### src/rtl/multi_clock_divider.sv
// multi_clock_divider: NUM_CH independent integer dividers of clk_in. Each channel has a
// runtime ratio that is swapped in only at a period boundary (or on align). Enable and
// disable never shorten a pulse. A per-channel rise strobe lets clk_in logic use
// clock enables instead of the divided clocks.
module multi_clock_divider #(
    parameter int unsigned NUM_CH  = 2,
    parameter int unsigned DIV_W   = 4,
    parameter int unsigned DEF_DIV = 8
) (
    input  logic                    clk_in,
    input  logic                    rst_n,
    input  logic                    enable,
    input  logic [NUM_CH*DIV_W-1:0] div_ratio,
    input  logic                    div_load,
    input  logic                    align,
    output logic [NUM_CH-1:0]       clk_out,
    output logic [NUM_CH-1:0]       rise_stb,
    output logic                    busy
);

    localparam int unsigned HW = DIV_W + 1;

    logic              busy_q;
    logic              load_ok;
    logic [NUM_CH-1:0] pend_vec;

    // A load is only accepted while no earlier ratio is still waiting to be applied.
    assign load_ok = div_load & ~busy_q;
    assign busy    = busy_q;

    for (genvar k = 0; k < NUM_CH; k++) begin : g_ch
        logic [DIV_W-1:0] cnt_q;
        logic [DIV_W-1:0] ratio_q;
        logic [DIV_W-1:0] pend_ratio_q;
        logic             pend_q;
        logic             run_q;
        logic             clk_q;
        logic             rise_q;
        logic [DIV_W-1:0] field;
        logic [DIV_W-1:0] field_san;
        logic [HW-1:0]    high_len;
        logic             wrap;

        assign field     = div_ratio[k*DIV_W +: DIV_W];
        // Ratios 0 and 1 cannot form a clock; treat them as divide-by-2.
        assign field_san = (field < DIV_W'(2)) ? DIV_W'(2) : field;
        // Computed one bit wider so the all-ones ratio does not overflow.
        assign high_len  = ({1'b0, ratio_q} + HW'(1)) >> 1;
        assign wrap      = (cnt_q == ratio_q - DIV_W'(1));

        assign clk_out[k]  = clk_q;
        assign rise_stb[k] = rise_q;
        assign pend_vec[k] = pend_q;

        // Channel counter, ratio swap, start/stop and align handling.
        always_ff @(posedge clk_in or negedge rst_n) begin
            if (!rst_n) begin
                cnt_q        <= '0;
                ratio_q      <= DIV_W'(DEF_DIV);
                pend_ratio_q <= '0;
                pend_q       <= 1'b0;
                run_q        <= 1'b0;
                clk_q        <= 1'b0;
                rise_q       <= 1'b0;
            end else begin
                if (!run_q) begin
                    // Stopped: hold low; start counting from zero on the next edge.
                    cnt_q  <= '0;
                    clk_q  <= 1'b0;
                    rise_q <= 1'b0;
                    if (enable) begin
                        run_q <= 1'b1;
                        if (pend_q) begin
                            ratio_q <= pend_ratio_q;
                            pend_q  <= 1'b0;
                        end
                    end
                end else if (align) begin
                    // Force a low cycle so every channel rises together on the next edge.
                    cnt_q  <= '0;
                    clk_q  <= 1'b0;
                    rise_q <= 1'b0;
                    if (pend_q) begin
                        ratio_q <= pend_ratio_q;
                        pend_q  <= 1'b0;
                    end
                end else begin
                    clk_q  <= ({1'b0, cnt_q} < high_len);
                    rise_q <= (cnt_q == '0);
                    if (wrap) begin
                        cnt_q <= '0;
                        if (pend_q) begin
                            ratio_q <= pend_ratio_q;
                            pend_q  <= 1'b0;
                        end
                        if (!enable) begin
                            run_q <= 1'b0;
                        end
                    end else begin
                        cnt_q <= cnt_q + DIV_W'(1);
                    end
                end
                // Capture wins over the apply above when both hit the same edge.
                if (load_ok) begin
                    pend_ratio_q <= field_san;
                    pend_q       <= 1'b1;
                end
            end
        end
    end

    // busy lags the pending flags by one edge so it comes straight from a flop.
    always_ff @(posedge clk_in or negedge rst_n) begin
        if (!rst_n) begin
            busy_q <= 1'b0;
        end else begin
            busy_q <= |pend_vec;
        end
    end

endmodule

### config.mk
export PLATFORM = sky130hd
export DESIGN_NAME = multi_clock_divider
export DESIGN_NICKNAME = d
export VERILOG_FILES = /design/src/rtl/multi_clock_divider.sv
export SDC_FILE = /design/constraint.sdc
export NUM_CORES = 1
export LEC_CHECK = 0
export BUFFER_PORTS_ARGS = -buffer_cell sky130_fd_sc_hd__buf_2
export CAP_MARGIN = 20
export CORE_MARGIN = 10
export CORE_UTILIZATION = 58
export CTS_CLUSTER_DIAMETER = 200
export DETAILED_ROUTE_END_ITERATION = 12
export PLACE_DENSITY = 0.79
export SLEW_MARGIN = 20
export SYNTH_ARGS = -nofsm -noshare
export SYNTH_HDL_FRONTEND = slang
export SYNTH_SLANG_ARGS = --single-unit
### constraint.sdc
create_clock -name clk_in -period 2.8 [get_ports clk_in]
set_clock_uncertainty 0.15 [all_clocks]
set_input_delay 0.42 -clock clk_in [delete_from_list [all_inputs] [get_ports clk_in]]
set_output_delay 0.42 -clock clk_in [all_outputs]
set_load 0.01 [all_outputs]
==> impl_summary.log <==
[metrics] number of hold buffers added after CTS: 0
[metrics] largest family of logic cells by synthesized area: simple AND/OR/NAND/NOR gates
[metrics] critical path arrival: 2270 ps
[metrics] via count of the first global-routing pass: 1,226
[metrics] FF/Latch Area: 828 µm²
[metrics] warning count from the yosys run: 0
[metrics] highest-count cells in the layout ignoring fill and taps: 31 x sky130_fd_sc_hd__dfrtp_1, 22 x sky130_fd_sc_hd__nand2_1, 17 x sky130_fd_sc_hd__buf_2, 14 x sky130_fd_sc_hd__ha_1, 12 x sky130_fd_sc_hd__xnor2_1
[metrics] Std-Cell Core Area: 3000 µm²
[metrics] leak pwr: 0.926 nW
[metrics] data required time at the worst endpoint: 2860 ps
[metrics] cts bufs inserted: 5
[metrics] first-pass GRT wire length: 5420 µm
[metrics] H-tree depth: 2
[metrics] post-synthesis net count: 197
[metrics] CTS tree: yes
[metrics] Clk Latency, worst-skew pair: 320 ps
[metrics] cell total after placement: 214
[metrics] height of the die: 75.7 µm
[metrics] actual slew at the worst max-slew pin: 693 ps
[metrics] total power density per cell area: 1090 nW/µm²
[metrics] total of max-cap violations: 0
[metrics] clock-pin slew reported for the worst setup and hold paths after clock tree synthesis: 100 ps
[metrics] CP Launch Type: flop
[metrics] EDFF count, synth: 0
[metrics] adder and majority gate portion of the synthesized area: 9.72%
[metrics] post-cts sizing count: 0
[metrics] Final Hold Violating Endpoints: 31
[metrics] count of endpoints failing setup in the final report: 0
[metrics] post-layout minimum cycle time: 2210 ps
[metrics] maximum number of pins on one net before global-route repair: 34
[metrics] #FFs+latches synth: 33
[metrics] post-synthesis instance area: 1800 µm²
[metrics] number of standard-cell rows in the floorplan: 20
[metrics] initial antenna violation count: 0
[metrics] Via density: 5.66
[metrics] failing checks: hold timing
[metrics] number of optimization iterations in the first detailed-route pass: 7
[metrics] run status: finished, violations left
[metrics] Clock Root Buffer: sky130_fd_sc_hd__clkbuf_4
[metrics] Critical Path End Type: flop
[metrics] number of nets with antenna violations after routing: 0
[metrics] Avg Inst Size Synth: 10.6 µm²
[metrics] Iter 0 DRT Violations: 38
[metrics] grt ovf: 0
[metrics] Die X-Extent: 75.7 µm
[metrics] worst hold margin: -16.6 ps
[metrics] final WL: 3140 µm
[metrics] total negative setup slack: 0 ps
[metrics] area fraction of the dominant cell type after synthesis: 43.1%
[metrics] number of vias after detailed routing: 1,256
[metrics] parity-gate share of the synthesized area counting xor and xnor cells: 9.72%
[metrics] Setup Buffers After CTS: 0
[metrics] RSZ-0062 raised after global routing: no
[metrics] share of synthesized area occupied by flip-flops and latches: 46.0%
[metrics] CP Class: flop to flop
[metrics] Worst VDD drop: 582 µV
[metrics] number of standard cells in the layout, taps in and fillers out: 222
[metrics] fraction of final layout cells with drive strength greater than 1: 18.0%
[metrics] Top Ports: 18
[metrics] Multi-input gate area: 897 µm²
[metrics] ant diodes: 0
[metrics] number of fill cells: 255
[metrics] maximum fanout along the worst path: 6
[metrics] Synth-to-Final Area Change: 7.71%
[metrics] ranking of synthesized cells by area: sky130_fd_sc_hd__dfrtp_1 43%, sky130_fd_sc_hd__ha_1 9.7%, sky130_fd_sc_hd__xnor2_1 5.8%
[metrics] Simple-Gate Fraction of Synth Area: 14.0%
[metrics] Detailed Place HPWL: 2400 µm
[metrics] routability-driven placement congestion ratio: 0.776
[metrics] number of library cell types mapped by synthesis: 29
[metrics] tightest slew margin relative to the limit: 53.7%
[metrics] Final Net Count: 215
[metrics] gr usage total: 12.3%
[metrics] final worst path period share: 78.9%
[metrics] count of mapped cells out of synthesis: 170
[metrics] residual DRC count: 0
[metrics] number of buffers on the longest clock path: 2
[metrics] HP Class: input port to asynchronous set/reset pin
[metrics] commonest non-fill, non-tap cell in the layout: sky130_fd_sc_hd__dfrtp_1
[metrics] count of buffers from port buffering: 17
[metrics] detail-routed net length per standard cell: 14.2 µm
[metrics] clock sink count: 33
[metrics] leading register cell type out of synthesis: sky130_fd_sc_hd__dfrtp_1
[metrics] synthesized-area fraction occupied by ao, oa, aoi and oai cells: 10.1%
[metrics] Async SR Flop Fraction: 100%
[metrics] cell accounting for the most synthesized area: sky130_fd_sc_hd__dfrtp_1
[metrics] initial cell density of the core: 60.0%
[metrics] peak clock frequency supported by timing: 0.453 GHz
[metrics] mux share of post-synthesis cell area: 6.25%
[metrics] final count of pins violating max slew: 0
[metrics] Die Area: 5740 µm²
[flip-flops by register name, indices dropped and copies added (netlist names)]
register           count
g_ch.ratio_q           8
g_ch.pend_q            2
g_ch.run_q             2
busy                   1
g_ch.pend_ratio_q      8
g_ch.clk_q             2
g_ch.cnt_q             8
g_ch.rise_q            2
[per-layer routing]
layer  global-route usage [%]  vias to the layer above  share of wire, %
met1                     14.2                      593                44
met3                     4.43                        6               6.4
met4                     4.33                        0               1.1
li1                         -                      621                 -
met5                        0                        -                 0
met2                     20.5                       36                48
[synthesized netlist by cell type, types with 3 or more instances]
library cell               number
sky130_fd_sc_hd__nor2_1        10
sky130_fd_sc_hd__o21ai_0        4
sky130_fd_sc_hd__mux2_2         6
sky130_fd_sc_hd__nand2b_1       7
sky130_fd_sc_hd__nor2b_1        3
sky130_fd_sc_hd__xnor2_1       12
sky130_fd_sc_hd__dfrtp_1       31
sky130_fd_sc_hd__a21o_1         4
sky130_fd_sc_hd__inv_1         10
sky130_fd_sc_hd__mux2_1         4
sky130_fd_sc_hd__nand3_1        6
sky130_fd_sc_hd__ha_1          14
sky130_fd_sc_hd__xor2_1         8
sky130_fd_sc_hd__nand2_1       22
sky130_fd_sc_hd__o311ai_0       4
sky130_fd_sc_hd__buf_4          4
[final cells by class]
| class | count | area share, % |
|---|---|---|
| Timing Repair Buffer | 17 | 4.38 |
| Inverter | 10 | 1.93 |
| Sequential cell | 33 | 42.7 |
| Clock buffer | 6 | 2.13 |
| Tap cell | 33 | 2.13 |
| Clock inverter | 2 | 0.516 |
| Multi-Input combinational cell | 121 | 46.2 |
[cell families after synthesis]
logic type	Yosys count
mux	10
compound gates	24
buf+inv	16
xor+xnor	20
flops	33
simple gates	53
fa+ha+maj	14
[power by group]
| group | internal (mW) | switching, mW |
|---|---|---|
| sequential | 0.686 | 0.215 |
| combinational | 0.483 | 0.482 |
| clock | 0.0956 | 0.151 |
[stage by stage]
step | total power, mW | cell area, µm² | util (%) | setup slack, ps
3_3_place_gp | 1.81 | 1890 | 62.9 | 678
2_1_floorplan | 1.67 | 1800 | - | 741
6_report | 2.11 | 1940 | 64.6 | 591
3_5_place_dp | 1.88 | 1890 | 62.9 | 592
5_1_grt | 2.31 | 1940 | 64.6 | 474
4_1_cts | 2.13 | 1940 | 64.6 | 574
[critical path: stages, from the launching register on]
cell and delay (ps):
sky130_fd_sc_hd__dfrtp_1 460, sky130_fd_sc_hd__inv_1 70, sky130_fd_sc_hd__ha_1 320, sky130_fd_sc_hd__xor2_1 150, sky130_fd_sc_hd__nand2_1 120, sky130_fd_sc_hd__o41a_1 500
sky130_fd_sc_hd__mux2_1 340
[path summary, 6_finish.rpt]
kind                                                startpoint                                  end  slack [ps]  depth (start not counted)
hold reg to reg            g_ch[0].pend_ratio_q[2]$_DFFE_PN0P_  g_ch[0].pend_ratio_q[2]$_DFFE_PN0P_         330                          2
min in group clk_in                               div_ratio[6]  g_ch[1].pend_ratio_q[2]$_DFFE_PN0P_         170                          3
setup reg to reg                g_ch[1].ratio_q[0]$_DFFE_PN0P_       g_ch[1].ratio_q[0]$_DFFE_PN0P_         590                          6
setup / recovery                g_ch[1].ratio_q[0]$_DFFE_PN0P_       g_ch[1].ratio_q[0]$_DFFE_PN0P_         590                          6
hold / removal                                           rst_n           g_ch[0].cnt_q[2]$_DFF_PN0_         -20                          1
max in group asynchronous                                rst_n       g_ch[0].ratio_q[1]$_DFFE_PN0P_        2070                          1
Power figures use the tool's default switching activity.
